<file path="src/rtl/cc_branch_unit.sv">
// LC-3 condition-code register file with one N/Z/P set per context, plus a BR resolver.
// A branch against a never-loaded context waits for its load, bounded by STALL_MAX cycles.
module cc_branch_unit #(
    parameter int  DATA_W    = 16,
    parameter int  NUM_CTX   = 2,
    parameter int  STALL_MAX = 15,
    localparam int CTX_W     = (NUM_CTX > 1) ? $clog2(NUM_CTX) : 1
) (
    input  logic                 Clk,
    input  logic                 Reset_n,
    input  logic                 ld_cc,
    input  logic [CTX_W-1:0]     cc_ctx,
    input  logic [DATA_W-1:0]    cc_data,
    input  logic                 br_req,
    input  logic [CTX_W-1:0]     br_ctx,
    input  logic [2:0]           br_nzp,
    output logic                 br_ready,
    output logic                 br_valid,
    output logic                 br_enable,
    output logic                 br_timeout,
    output logic [3*NUM_CTX-1:0] cc_flat
);

    localparam int               CNT_W     = (STALL_MAX > 1) ? $clog2(STALL_MAX + 1) : 1;
    localparam logic [CNT_W-1:0] CNT_LAST  = CNT_W'(STALL_MAX - 1);
    localparam logic [CTX_W:0]   CTX_LIMIT = (CTX_W + 1)'(NUM_CTX);

    typedef enum logic {
        S_IDLE = 1'b0,
        S_WAIT = 1'b1
    } state_t;

    // Handshake: a request transfers on a rising edge where br_req && br_ready.
    // Each accepted request yields exactly one br_valid pulse unless reset intervenes.

    state_t                    state_q;
    logic [NUM_CTX-1:0][2:0]   cc_q;
    logic [NUM_CTX-1:0]        cc_vld_q;
    logic [CNT_W-1:0]          cnt_q;
    logic [CTX_W-1:0]          wait_ctx_q;
    logic [2:0]                wait_nzp_q;
    logic                      br_valid_q;
    logic                      br_enable_q;
    logic                      br_timeout_q;

    logic                      n_flag;
    logic                      z_flag;
    logic [2:0]                der_cc;
    logic                      ld_ok;
    logic [2:0]                stored_cc;
    logic                      stored_vld;
    logic                      fwd;
    logic [2:0]                eff_cc;
    logic                      eff_vld;
    logic                      resolve_now;
    logic                      wait_hit;

    function automatic logic br_taken(input logic [2:0] nzp, input logic [2:0] cc);
        return (nzp == 3'b111) || (|(nzp & cc));
    endfunction

    assign n_flag = cc_data[DATA_W-1];
    assign z_flag = ~|cc_data;
    assign der_cc = {n_flag, z_flag, ~n_flag & ~z_flag};

    always_comb begin
        ld_ok      = ld_cc && ({1'b0, cc_ctx} < CTX_LIMIT);
        stored_cc  = 3'b000;
        stored_vld = 1'b0;
        for (int k = 0; k < NUM_CTX; k++) begin
            if (br_ctx == CTX_W'(k)) begin
                stored_cc  = cc_q[k];
                stored_vld = cc_vld_q[k];
            end
        end
        // A load in the same cycle as the request is forwarded to the resolver.
        fwd         = ld_ok && (cc_ctx == br_ctx);
        eff_cc      = fwd ? der_cc : stored_cc;
        eff_vld     = fwd ? 1'b1 : stored_vld;
        resolve_now = (br_nzp == 3'b111) || (br_nzp == 3'b000) || eff_vld;
        wait_hit    = ld_ok && (cc_ctx == wait_ctx_q);
    end

    always_ff @(posedge Clk) begin
        if (!Reset_n) begin
            state_q      <= S_IDLE;
            cc_q         <= '0;
            cc_vld_q     <= '0;
            cnt_q        <= '0;
            wait_ctx_q   <= '0;
            wait_nzp_q   <= 3'b000;
            br_valid_q   <= 1'b0;
            br_enable_q  <= 1'b0;
            br_timeout_q <= 1'b0;
        end else begin
            br_valid_q   <= 1'b0;
            br_enable_q  <= 1'b0;
            br_timeout_q <= 1'b0;

            for (int k = 0; k < NUM_CTX; k++) begin
                if (ld_ok && (cc_ctx == CTX_W'(k))) begin
                    cc_q[k]     <= der_cc;
                    cc_vld_q[k] <= 1'b1;
                end
            end

            case (state_q)
                S_IDLE: begin
                    if (br_req) begin
                        if (resolve_now) begin
                            br_valid_q  <= 1'b1;
                            br_enable_q <= br_taken(br_nzp, eff_cc);
                        end else begin
                            wait_ctx_q <= br_ctx;
                            wait_nzp_q <= br_nzp;
                            cnt_q      <= '0;
                            state_q    <= S_WAIT;
                        end
                    end
                end
                S_WAIT: begin
                    // A matching load wins over a timeout landing on the same edge.
                    if (wait_hit) begin
                        br_valid_q  <= 1'b1;
                        br_enable_q <= br_taken(wait_nzp_q, der_cc);
                        state_q     <= S_IDLE;
                    end else if (cnt_q == CNT_LAST) begin
                        br_valid_q   <= 1'b1;
                        br_timeout_q <= 1'b1;
                        state_q      <= S_IDLE;
                    end else begin
                        cnt_q <= cnt_q + 1'b1;
                    end
                end
                default: state_q <= S_IDLE;
            endcase
        end
    end

    assign br_ready   = (state_q == S_IDLE);
    assign br_valid   = br_valid_q;
    assign br_enable  = br_enable_q;
    assign br_timeout = br_timeout_q;
    assign cc_flat    = cc_q;

endmodule
</file>
<file path="config.mk">
export PLATFORM = sky130hd
export DESIGN_NAME = cc_branch_unit
export DESIGN_NICKNAME = d
export VERILOG_FILES = /design/src/rtl/cc_branch_unit.sv
export SDC_FILE = /design/constraint.sdc
export NUM_CORES = 1
export LEC_CHECK = 0
export BUFFER_PORTS_ARGS = -buffer_cell sky130_fd_sc_hd__clkbuf_2
export CAP_MARGIN = 5
export CORE_ASPECT_RATIO = 1.4
export CORE_MARGIN = 2
export CORE_UTILIZATION = 45
export DETAILED_ROUTE_END_ITERATION = 10
export GPL_TIMING_DRIVEN = 1
export PLACE_DENSITY = 0.73
export SYNTH_ARGS = -nofsm -noshare
export SYNTH_HDL_FRONTEND = slang
export SYNTH_SLANG_ARGS = --single-unit
</file>
<file path="constraint.sdc">
create_clock -name Clk -period 2.7 [get_ports Clk]
set_clock_uncertainty 0.05 [all_clocks]
set_input_delay 0.54 -clock Clk [delete_from_list [all_inputs] [get_ports Clk]]
set_output_delay 0.54 -clock Clk [all_outputs]
set_load 0.005 [all_outputs]
</file>
==> Yosys cells after proc, flatten, opt, wreduce, memory -nomap -nowiden <==
Cells that the tools add are included.
{ "totals": {"elab_cells": 68, "mem_bits_rw": 0, "latchBits": 0, "mem_bits_ro": 0, "mem_count": 0, "ff_bits": 20} }
{ "op_classes": {"multipliers": 0, "n_mux": 23, "reduce_logical": 16, "n_shift": 0, "bitwise": 8, "n_lt_le_gt_ge": 0, "n_div": 0, "addsub": 1, "eq_ne": 9} }
{ "op_table": {"columns": ["operator", "count"], "rows": [
  ["$mux 4", 4],
  ["$reduce_or 16->1", 1],
  ["$mux 1", 13],
  ["$reduce_or 3->1", 3],
  ["$ne 2x2->1 const B", 4],
  ["$pmux 4 s2", 1],
  ["$and 3x3->3", 2],
  ["$eq 3x3->1 const B", 2],
  ["$mux 3", 2],
  ["$pmux 1 s2", 3],
  ["$not 1->1", 5],
  ["$add 4x1->4 const B", 1],
  ["$eq 4x4->1 const B", 1],
  ["$logic_and 1x1->1", 4],
  ["$logic_or 1x1->1", 4],
  ["$reduce_and 4->1", 1],
  ["$logic_not 3->1", 1],
  ["$reduce_and 3->1", 1],
  ["$eq 1x1->1", 2],
  ["$and 1x1->1", 1],
  ["$logic_not 1->1", 1]
]} }

==> Longest topological paths before layout <==
Gate-level depths: netlist of run 1.
{ "logic_depth": {"depth_word": 9, "ltp_mapped": 7, "ltp_nobuf": 7} }

==> Worst setup path after synthesis of run 1 <==
OpenSTA, ideal clock, no wires.
{ "synth_path": {"path_type": "input port to flip-flop", "from": "in br_ctx", "to": "reg cnt_q[1]", "stages": 6, "setup_slack_ns": 0.841, "arrival_time_ns": 1.694, "setup_ns": 0.115, "cell_sequence": "buf_6 > mux2_4 > nor3_4 > nand3_2 > and3_1 > o21a_1"} }
{ "synth_via": {"elab_chain_len": 6} }
{ "synth_lines": {"columns": ["item", "line", "text"], "rows": [
  ["start, declared", "15", "input logic [CTX_W-1:0] br_ctx,"],
  ["$eq 1x1->1", "77", "fwd = ld_ok && (cc_ctx == br_ctx);"],
  ["$logic_and 1x1->1", "77", null],
  ["$mux 1 (*)", "79", "eff_vld = fwd ? 1'b1 : stored_vld;"],
  ["$logic_or 1x1->1 (*)", "80", "resolve_now = (br_nzp == 3'b111) || (br_nzp == 3'b000) || eff_vld;"],
  ["$ne 2x2->1 (no line) (*)", null, null],
  ["$reduce_and 4->1 (no line) (*)", null, null],
  ["end signal, assigned", "132", "cnt_q <= cnt_q + 1'b1;"],
  ["end, declared", "39", "logic [CNT_W-1:0] cnt_q;"]
]} }
Every way passes the cells marked *; elsewhere a longest branch is shown, timed or not.
A chain may end at the register's enable or synchronous reset.

==> Worst setup path after layout of run 1 <==
{ "layout_path": {"from": "in cc_data[15]", "to": "reg br_enable_q (netlist: br_enable)"} }
{ "layout_via": {"elab_chain_len": 9} }
{ "layout_lines": {"columns": ["item", "line", "text"], "rows": [
  ["start, declared", "13", "input logic [DATA_W-1:0] cc_data,"],
  ["$reduce_or 16->1 or $not 1->1 (tied branches)", "63, 64", null],
  ["$and 1x1->1 or $logic_not 1->1 (tied branches)", "64, 63", null],
  ["$mux 3", "78", "eff_cc = fwd ? der_cc : stored_cc;"],
  ["$and 3x3->3", "59", "return (nzp == 3'b111) || (|(nzp & cc));"],
  ["$reduce_or 3->1", "59", null],
  ["$logic_or 1x1->1", "59", null],
  ["$mux 1", "110", "if (resolve_now) begin"],
  ["$mux 1", "109", "if (br_req) begin"],
  ["$pmux 1 s2 (*)", "107", "case (state_q)"],
  ["end signal, assigned", "112", "br_enable_q <= br_taken(br_nzp, eff_cc);"],
  ["end signal, assigned", "125", "br_enable_q <= br_taken(wait_nzp_q, der_cc);"],
  ["end, declared", "43", "logic br_enable_q;"]
]} }
Marks and branches as above.

==> reports/results.txt, run 1 <==
Status -> completed
Critical Path Fanout Max -> 6
Post-Synthesis Cells -> 121
Slew Limit Fails -> 0
Worst setup SP type -> primary input
Tightest Hold Check Type -> primary input to register
PnR Total Power -> 0.5990 mW
Synth unique cells -> 39
Deepest clock path buffer count -> 2
Final hold slack -> 425.5 ps
Vias in the first global route -> 947
Max-slew headroom -> 71.46%
GRT Util Overall -> 19.15%
Largest net degree at the start of global routing -> 21
Share of the yosys chip area belonging to registers -> 38.46%
DR pass1 iterations -> 4
Arrival @ worst endpoint -> 1900 ps
Mapped Avg Cell Area -> 8.603 sq um
Minimum clock period -> 1731 ps
Post-synth EDFFs -> 0
Synth Warn # -> 0
Final WL -> 2315 microns
Vias -> 991
Synthesis-to-finish area growth -> 20.19%
RSZ-0062 raised after global routing -> false
DRC viols -> 0
I/O Pins -> 35
Share of flip-flops with an asynchronous set or reset -> 0%
FF+latch count, synth -> 20
Fin util -> 57.47%
Fin cells -> 177
Final worst path period share -> 64.12%
Die Wd -> 44.65 microns
CTS tree -> built
Initial core utilization -> 47.82%
Most frequent cells in the layout -> 34 x clkbuf_2, 22 x nand2_1, 20 x dfxtp_1
Post-DP HPWL -> 1851 microns
Drt first-iter violations -> 29
Syn_nets -> 148
Mapped Area -> 1041 sq um
CP required -> 2860 ps
Hold buffer count at CTS -> 0
WL/cell -> 13.08 microns
Remaining Overflow, GRT -> 0
Antenna Nets Post-Route -> 0
Cell Rows -> 20
Total of max-cap violations -> 0
Clk slew on worst S/H paths -> 110 ps
Share of cells above drive strength 1 -> 28.39%
Drt via density -> 5.599
Worst skew pair latency -> 310 ps
Core ar. -> 2177 sq um
WS Path Type -> primary input to register
Synth top area cells -> dfxtp_1 38%, nand2_1 7.9%, mux2i_1 4.8%
Max IR drop VDD -> 0.2405 mV
GPL Wtd Cong -> 0.9010
CTS root buf -> clkbuf_4
Layout Nets -> 183
Slew @ Worst Pin -> 422.5 ps
Clock sink total -> 20
Global-route wire length before repair -> 3781 microns
Yosys top cell by area -> dfxtp_1
CTS H-tree lvls -> 1
Ant diodes -> 0
Synth top area share -> 38.46%
CP Capture Type -> register
Setup violators final -> 0
Die Span Y -> 60.91 microns
Setup bufs post-CTS -> 0
# resized after CTS -> 0
Port bufs -> 34
Commonest non-fill, non-tap cell in the layout -> clkbuf_2
Top_reg_cell synth -> dfxtp_1
Setup TNS -> 0 ps
PwrDens -> 478.7 nW/um^2
Antenna violations before repair -> 0
Leak -> 0.5962 nW
Die area -> 2720 sq um
Cts bufs inserted -> 3
Layout fillers -> 207
Max Clk Rate -> 577.6 MHz
Hold Violations, Final -> 0
Inst Count DP -> 173
## stage by stage
| step | setup WS [ps] | instance area [sq um] |
|---|---|---|
| finish | 968.7 | 1251 |
| global route | 816.5 | 1251 |
| CTS | 991.0 | 1251 |
| detailed placement | 642.7 | 1215 |
| global placement | 693.6 | 1215 |
| floorplan | 841.2 | 1041 |
## worst max-delay path: stages
cell and delay, ps:
clkbuf_2 130, nor4_1 370, a41oi_1 280, nand3_1 160, o221ai_1 120, a211o_1 300
## kinds of logic after synthesis
family / after synthesis / synth area share [%]
compound gates: 22 / 15.15
xor+xnor: 4 / 3.366
fa+ha+maj: 2 / 2.403
buf+inv: 9 / 4.086
flops: 20 / 38.46
mux: 8 / 8.413
simple gates: 56 / 28.13
## synth_stat cells, drive strengths merged (2+ instances only)
cell type	n
nor4	4
a22oi	2
inv	5
and2	4
o21a	3
nand4	2
nor2	6
nand2	22
a21boi	4
o21ai	2
ha	2
nor2b	5
mux2	3
dfxtp	20
a21oi	4
nor3	2
xor2	3
mux2i	5
buf	2
nand3	5
clkbuf	2
and3	2
## per-layer routing
layer	track usage (%)	wire, microns
met4	11.26	53
met5	0	0
met3	2.679	150
met1	21.10	948
met2	34.16	1162
## sequential cells by signal (all words and copies together), names as in the netlist
signal and cells:
br_enable 1, br_timeout 1, br_valid 1, cc_flat 6
cc_vld_q 2, cnt_q 4, state_q 1, wait_ctx_q 1
wait_nzp_q 3
## cell type report
type | count | area [sq um] | area share, %
clock buffer | 4 | 36.28 | 2.900
tap | 22 | 27.53 | 2.200
multi-input combinational | 92 | 598.1 | 47.80
timing repair buffer | 34 | 170.2 | 13.60
sequential | 20 | 400.4 | 32.00
inverter | 5 | 18.77 | 1.500
## path summary, 6_finish.rpt
kind,slack [ps],to,cells after the start,from
worst max register to register,1120,cnt_q[1],5,cc_vld_q[0]
worst min register to register,440,cc_flat[2],2,cc_flat[2]
worst max-delay path,970,br_enable,6,cc_data[15]
worst min-delay path,430,br_valid,3,br_req
## report_power, final
| group | switching [mW] | internal, mW | total [mW] |
|---|---|---|---|
| sequential | 0.00974 | 0.309 | 0.318 |
| combinational | 0.0540 | 0.0489 | 0.103 |
| clock | 0.0951 | 0.0825 | 0.178 |
Power figures use the tool's default switching activity.
==> inputs of run 2 (changes only) <==
==> constraint.sdc (replaced) <==
create_clock -name Clk -period 1.6 [get_ports Clk]
set_clock_uncertainty 0.05 [all_clocks]
set_input_delay 0.32 -clock Clk [delete_from_list [all_inputs] [get_ports Clk]]
set_output_delay 0.32 -clock Clk [all_outputs]
set_load 0.005 [all_outputs]
==> run 2 against run 1 <==
Net effect: worst setup slack worse by 870 ps; flip-flop and latch count stayed put; via count is 1.8% higher; utilization is 4.3 points higher; critical endpoint is now cnt_q[1].
==> reports/results.txt, run 2 (synthesis results as in run 1) <==
Post-DP HPWL -> 2027 microns
Global-route wire length before repair -> 3905 microns
Ant diodes -> 0
Die Span Y -> 60.91 microns
DR pass1 iterations -> 4
WS Path Type -> register to register
Drt via density -> 5.396
CTS root buf -> clkbuf_4
PnR Total Power -> 0.9878 mW
Largest net degree at the start of global routing -> 15
Highest-delay cell along the critical path -> dfxtp_1
CP Capture Type -> register
Sw Share -> 27.41%
Worst setup SP type -> register
DRC viols -> 0
Minimum clock period -> 1503 ps
Die Wd -> 44.65 microns
Clk network pwr share -> 24.4%
Cts bufs inserted -> 3
I/O Pins -> 35
Leak -> 0.6472 nW
DP Area -> 1321 sq um
Arrival @ worst endpoint -> 1670 ps
Commonest non-fill, non-tap cell in the layout -> clkbuf_2
Share of total power in sequential cells -> 54.4%
Largest register FFs -> 6
Core ar. -> 2177 sq um
Comb pwr share -> 21.2%
Max Clk Rate -> 665.3 MHz
Final WL -> 2416 microns
Internal Power -> 0.7170 mW
Hold Violations, Final -> 0
Critical Path Max Stage Delay -> 390 ps
Layout fillers -> 192
CP required -> 1760 ps
# resized after CTS -> 0
Tightest Hold Check Type -> primary input to register
Drt first-iter violations -> 13
Flop2flop setup slack -> 100 ps
Worst path cell trace -> inv_1 -> ha_1 -> nand3_1 -> o211ai_1 -> and3_1 -> o21a_1
Critical Path Fanout Max -> 5
CTS tree -> built
Vias in the first global route -> 957
GPL Wtd Cong -> 0.8367
CTS H-tree lvls -> 1
Psw -> 0.2708 mW
Status -> completed
Slew @ Worst Pin -> 389.3 ps
RSZ-0062 raised after global routing -> false
Clk slew on worst S/H paths -> 100 ps
Die area -> 2720 sq um
Most frequent cells in the layout -> 34 x clkbuf_2, 22 x nand2_1, 20 x dfxtp_1
Antenna violations before repair -> 0
WL/cell -> 12.92 microns
Cell Rows -> 20
Port bufs -> 34
Synthesis-to-finish area growth -> 29.09%
Final Cell Area -> 1344 sq um
GRT Util Overall -> 20.09%
Max-slew headroom -> 73.93%
Setup bufs post-CTS -> 0
Final worst path period share -> 93.94%
Antenna Nets Post-Route -> 0
Clock sink total -> 20
Slew Limit Fails -> 0
Remaining Overflow, GRT -> 0
Deepest clock path buffer count -> 2
PwrDens -> 735.1 nW/um^2
Setup violators final -> 0
Share of cells above drive strength 1 -> 33.33%
Worst skew pair latency -> 310 ps
Total of max-cap violations -> 0
Max IR drop VDD -> 0.4833 mV
Layout Nets -> 194
Vias -> 1009
Initial core utilization -> 47.82%
## run 2: cell type report
class / count / area [sq um] / area share [%]
inverters: 5 / 18.77 / 1.397
clock buffers: 3 / 22.52 / 1.676
well taps: 22 / 27.53 / 2.048
multi-input cells: 92 / 609.3 / 45.34
repair buffers: 45 / 265.3 / 19.74
flip-flops and latches: 20 / 400.4 / 29.80
## run 2: layer usage
metal	up-vias	wire, microns	global-route usage [%]
li1	515	-	-
met1	458	939	19.71
met2	31	1290	38.10
met3	5	134	3.571
met4	0	52	11.69
met5	-	0	0
## run 2: what timing repair did
action                     in CTS  in global routing
setup endpoints to repair       0                  1
hold buffers                    0                  0
hold endpoints to repair        0                  0
## run 2: power by group through the flow
stage | Clock [mW] | Combinational [mW] | Sequential, mW
after floorplan | 0 | 0.118 | 0.545
after detailed placement | 0 | 0.210 | 0.549
after global placement | 0 | 0.205 | 0.547
final | 0.241 | 0.210 | 0.537
after global routing | 0.263 | 0.233 | 0.541
after CTS | 0.246 | 0.211 | 0.537
## run 2: final timing paths
kind,startpoint,end,depth (start not counted)
max reg2reg,cnt_q[0],cnt_q[1],6
max,cnt_q[0],cnt_q[1],6
min reg2reg,cc_vld_q[0],cc_vld_q[0],1
min,br_req,br_valid,3
## run 2: through the flow
stage / std cells / hold WS, ps / setup slack [ps] / util, % / setup TNS (ps)
2_1_floorplan: 121 / 390.8 / -5.136 / - / -5.136
3_3_place_gp: 184 / 400.9 / -156.1 / 60.69 / -524.7
3_5_place_dp: 184 / 424.3 / -186.2 / 60.69 / -803.7
4_1_cts: 187 / 213.4 / 87.98 / 61.72 / 0
5_1_grt: 187 / 249.0 / 0.7506 / 61.72 / 0
6_report: 187 / 214.8 / 96.98 / 61.72 / 0
## run 2: critical path: cells and delay by family, from the launching register on
family          cells  cell delay [ps]
compound gates      2              340
fa+ha+maj           1              190
buf+inv             1               70
flops               1              390
simple gates        2              360
==> inputs of run 3 (changes only) <==
--- a/config.mk
+++ b/config.mk
@@ -10,6 +10,7 @@
 export CORE_ASPECT_RATIO = 1.4
 export CORE_MARGIN = 2
 export CORE_UTILIZATION = 45
+export CTS_BUF_LIST = sky130_fd_sc_hd__clkbuf_16
 export DETAILED_ROUTE_END_ITERATION = 10
 export GPL_TIMING_DRIVEN = 1
 export PLACE_DENSITY = 0.73
==> run 3 against run 2 <==
Net effect: global-route usage down 0.26 points; register-to-register slack lost 20 ps; design area grew 6.3%; hold slack improved by 70 ps; largest cell class unchanged; largest power group unchanged.
==> reports/results.txt, run 3 (synthesis results as in run 1) <==
Arrival @ worst endpoint -> 1610 ps
Vias -> 1022
WS Path Type -> register to register
Crit. Startpoint -> cnt_q[0]
CTS H-tree lvls -> 1
CP required -> 1690 ps
PwrDens -> 873.9 nW/um^2
Largest register FFs -> 6
Slew @ Worst Pin -> 380.4 ps
Max IR drop VDD -> 0.6930 mV
Hold buffer count at CTS -> 0
Post-DP HPWL -> 2027 microns
Layout Nets -> 194
GPL Wtd Cong -> 0.8367
I/O Pins -> 35
Leak -> 0.6726 nW
Antenna violations before repair -> 0
Cts bufs inserted -> 3
Die Span Y -> 60.91 microns
Die area -> 2720 sq um
RSZ-0062 raised after global routing -> false
CP Capture Type -> register
Ant diodes -> 0
Worst setup SP type -> register
Global-route wire length before repair -> 3905 microns
DRC viols -> 0
Slew Limit Fails -> 0
Minimum clock period -> 1519 ps
Max Clk Rate -> 658.4 MHz
Max-slew headroom -> 74.53%
Final worst slack -> 81.25 ps
Die Wd -> 44.65 microns
Drt via density -> 5.465
Layout fillers -> 184
CTS root buf -> clkbuf_16
Drt first-iter violations -> 14
Commonest non-fill, non-tap cell in the layout -> clkbuf_2
Clock sink total -> 20
DR pass1 iterations -> 2
Critical Path Fanout Max -> 5
CTS tree -> built
Most frequent cells in the layout -> 34 x clkbuf_2, 22 x nand2_1, 20 x dfxtp_1
Setup bufs post-CTS -> 0
Initial core utilization -> 47.82%
WL/cell -> 13.30 microns
Status -> completed
Worst hold start -> br_req
Worst skew pair latency -> 250 ps
Vias in the first global route -> 975
Antenna Nets Post-Route -> 0
GRT Util Overall -> 19.83%
Tightest Hold Check Type -> primary input to register
Cell Rows -> 20
Dpl ws -> -186.2 ps
Largest net degree at the start of global routing -> 15
Core ar. -> 2177 sq um
R2r startpoint -> cnt_q[0]
Total of max-cap violations -> 0
DP Area -> 1321 sq um
Clk slew on worst S/H paths -> 50 ps
Final worst path period share -> 94.92%
Deepest clock path buffer count -> 2
Setup violators final -> 0
Remaining Overflow, GRT -> 0
Share of cells above drive strength 1 -> 36.36%
# resized after CTS -> 0
Final Cell Area -> 1429 sq um
Synthesis-to-finish area growth -> 37.26%
Final hold slack -> 284.5 ps
Final WL -> 2488 microns
Port bufs -> 34
Hold Violations, Final -> 0
-- run 3: area by class of cell --
class	instances	area, sq um	share of cell area (%)
well taps	22	27.53	1.926
inverters	5	18.77	1.313
flip-flops and latches	20	400.4	28.02
multi-input cells	92	641.9	44.92
clock buffers	3	75.07	5.254
repair buffers	45	265.3	18.56
-- run 3: per-stage QoR --
step | TNS, ps | std cells | utilization, % | total power [mW]
final | 0 | 187 | 65.63 | 1.249
after CTS | 0 | 187 | 64.14 | 1.256
after floorplan | -5.136 | 121 | - | 0.6635
after global placement | -524.7 | 184 | 60.69 | 0.7526
after detailed placement | -803.7 | 184 | 60.69 | 0.7593
after global routing | 0 | 187 | 65.63 | 1.299
-- run 3: final timing paths --
| kind | endpoint | slack, ps | depth (start not counted) |
|---|---|---|---|
| worst max-delay path | cnt_q[1] | 80 | 6 |
| worst min-delay path | br_valid | 280 | 3 |
| worst max register to register | cnt_q[1] | 80 | 6 |
| worst min register to register | cc_vld_q[0] | 430 | 1 |
-- run 3: routing by layer --
metal / track usage [%] / routed length (microns)
met5: 0 / 0
met4: 9.091 / 30
met3: 2.679 / 114
met2: 39.54 / 1416
met1: 19.30 / 927
-- run 3: critical path, cell delays in order, from the launching register on --
cell and delay, ps:
dfxtp_1 370, inv_1 70, ha_1 190, nand3_1 130, o211ai_1 200, and3_1 240, o21a_1 160
-- run 3: where the power goes --
| part | total (mW) | switching, mW | internal (mW) |
|---|---|---|---|
| Sequential | 0.538 | 0.0162 | 0.522 |
| Clock | 0.494 | 0.165 | 0.329 |
| Combinational | 0.216 | 0.107 | 0.110 |
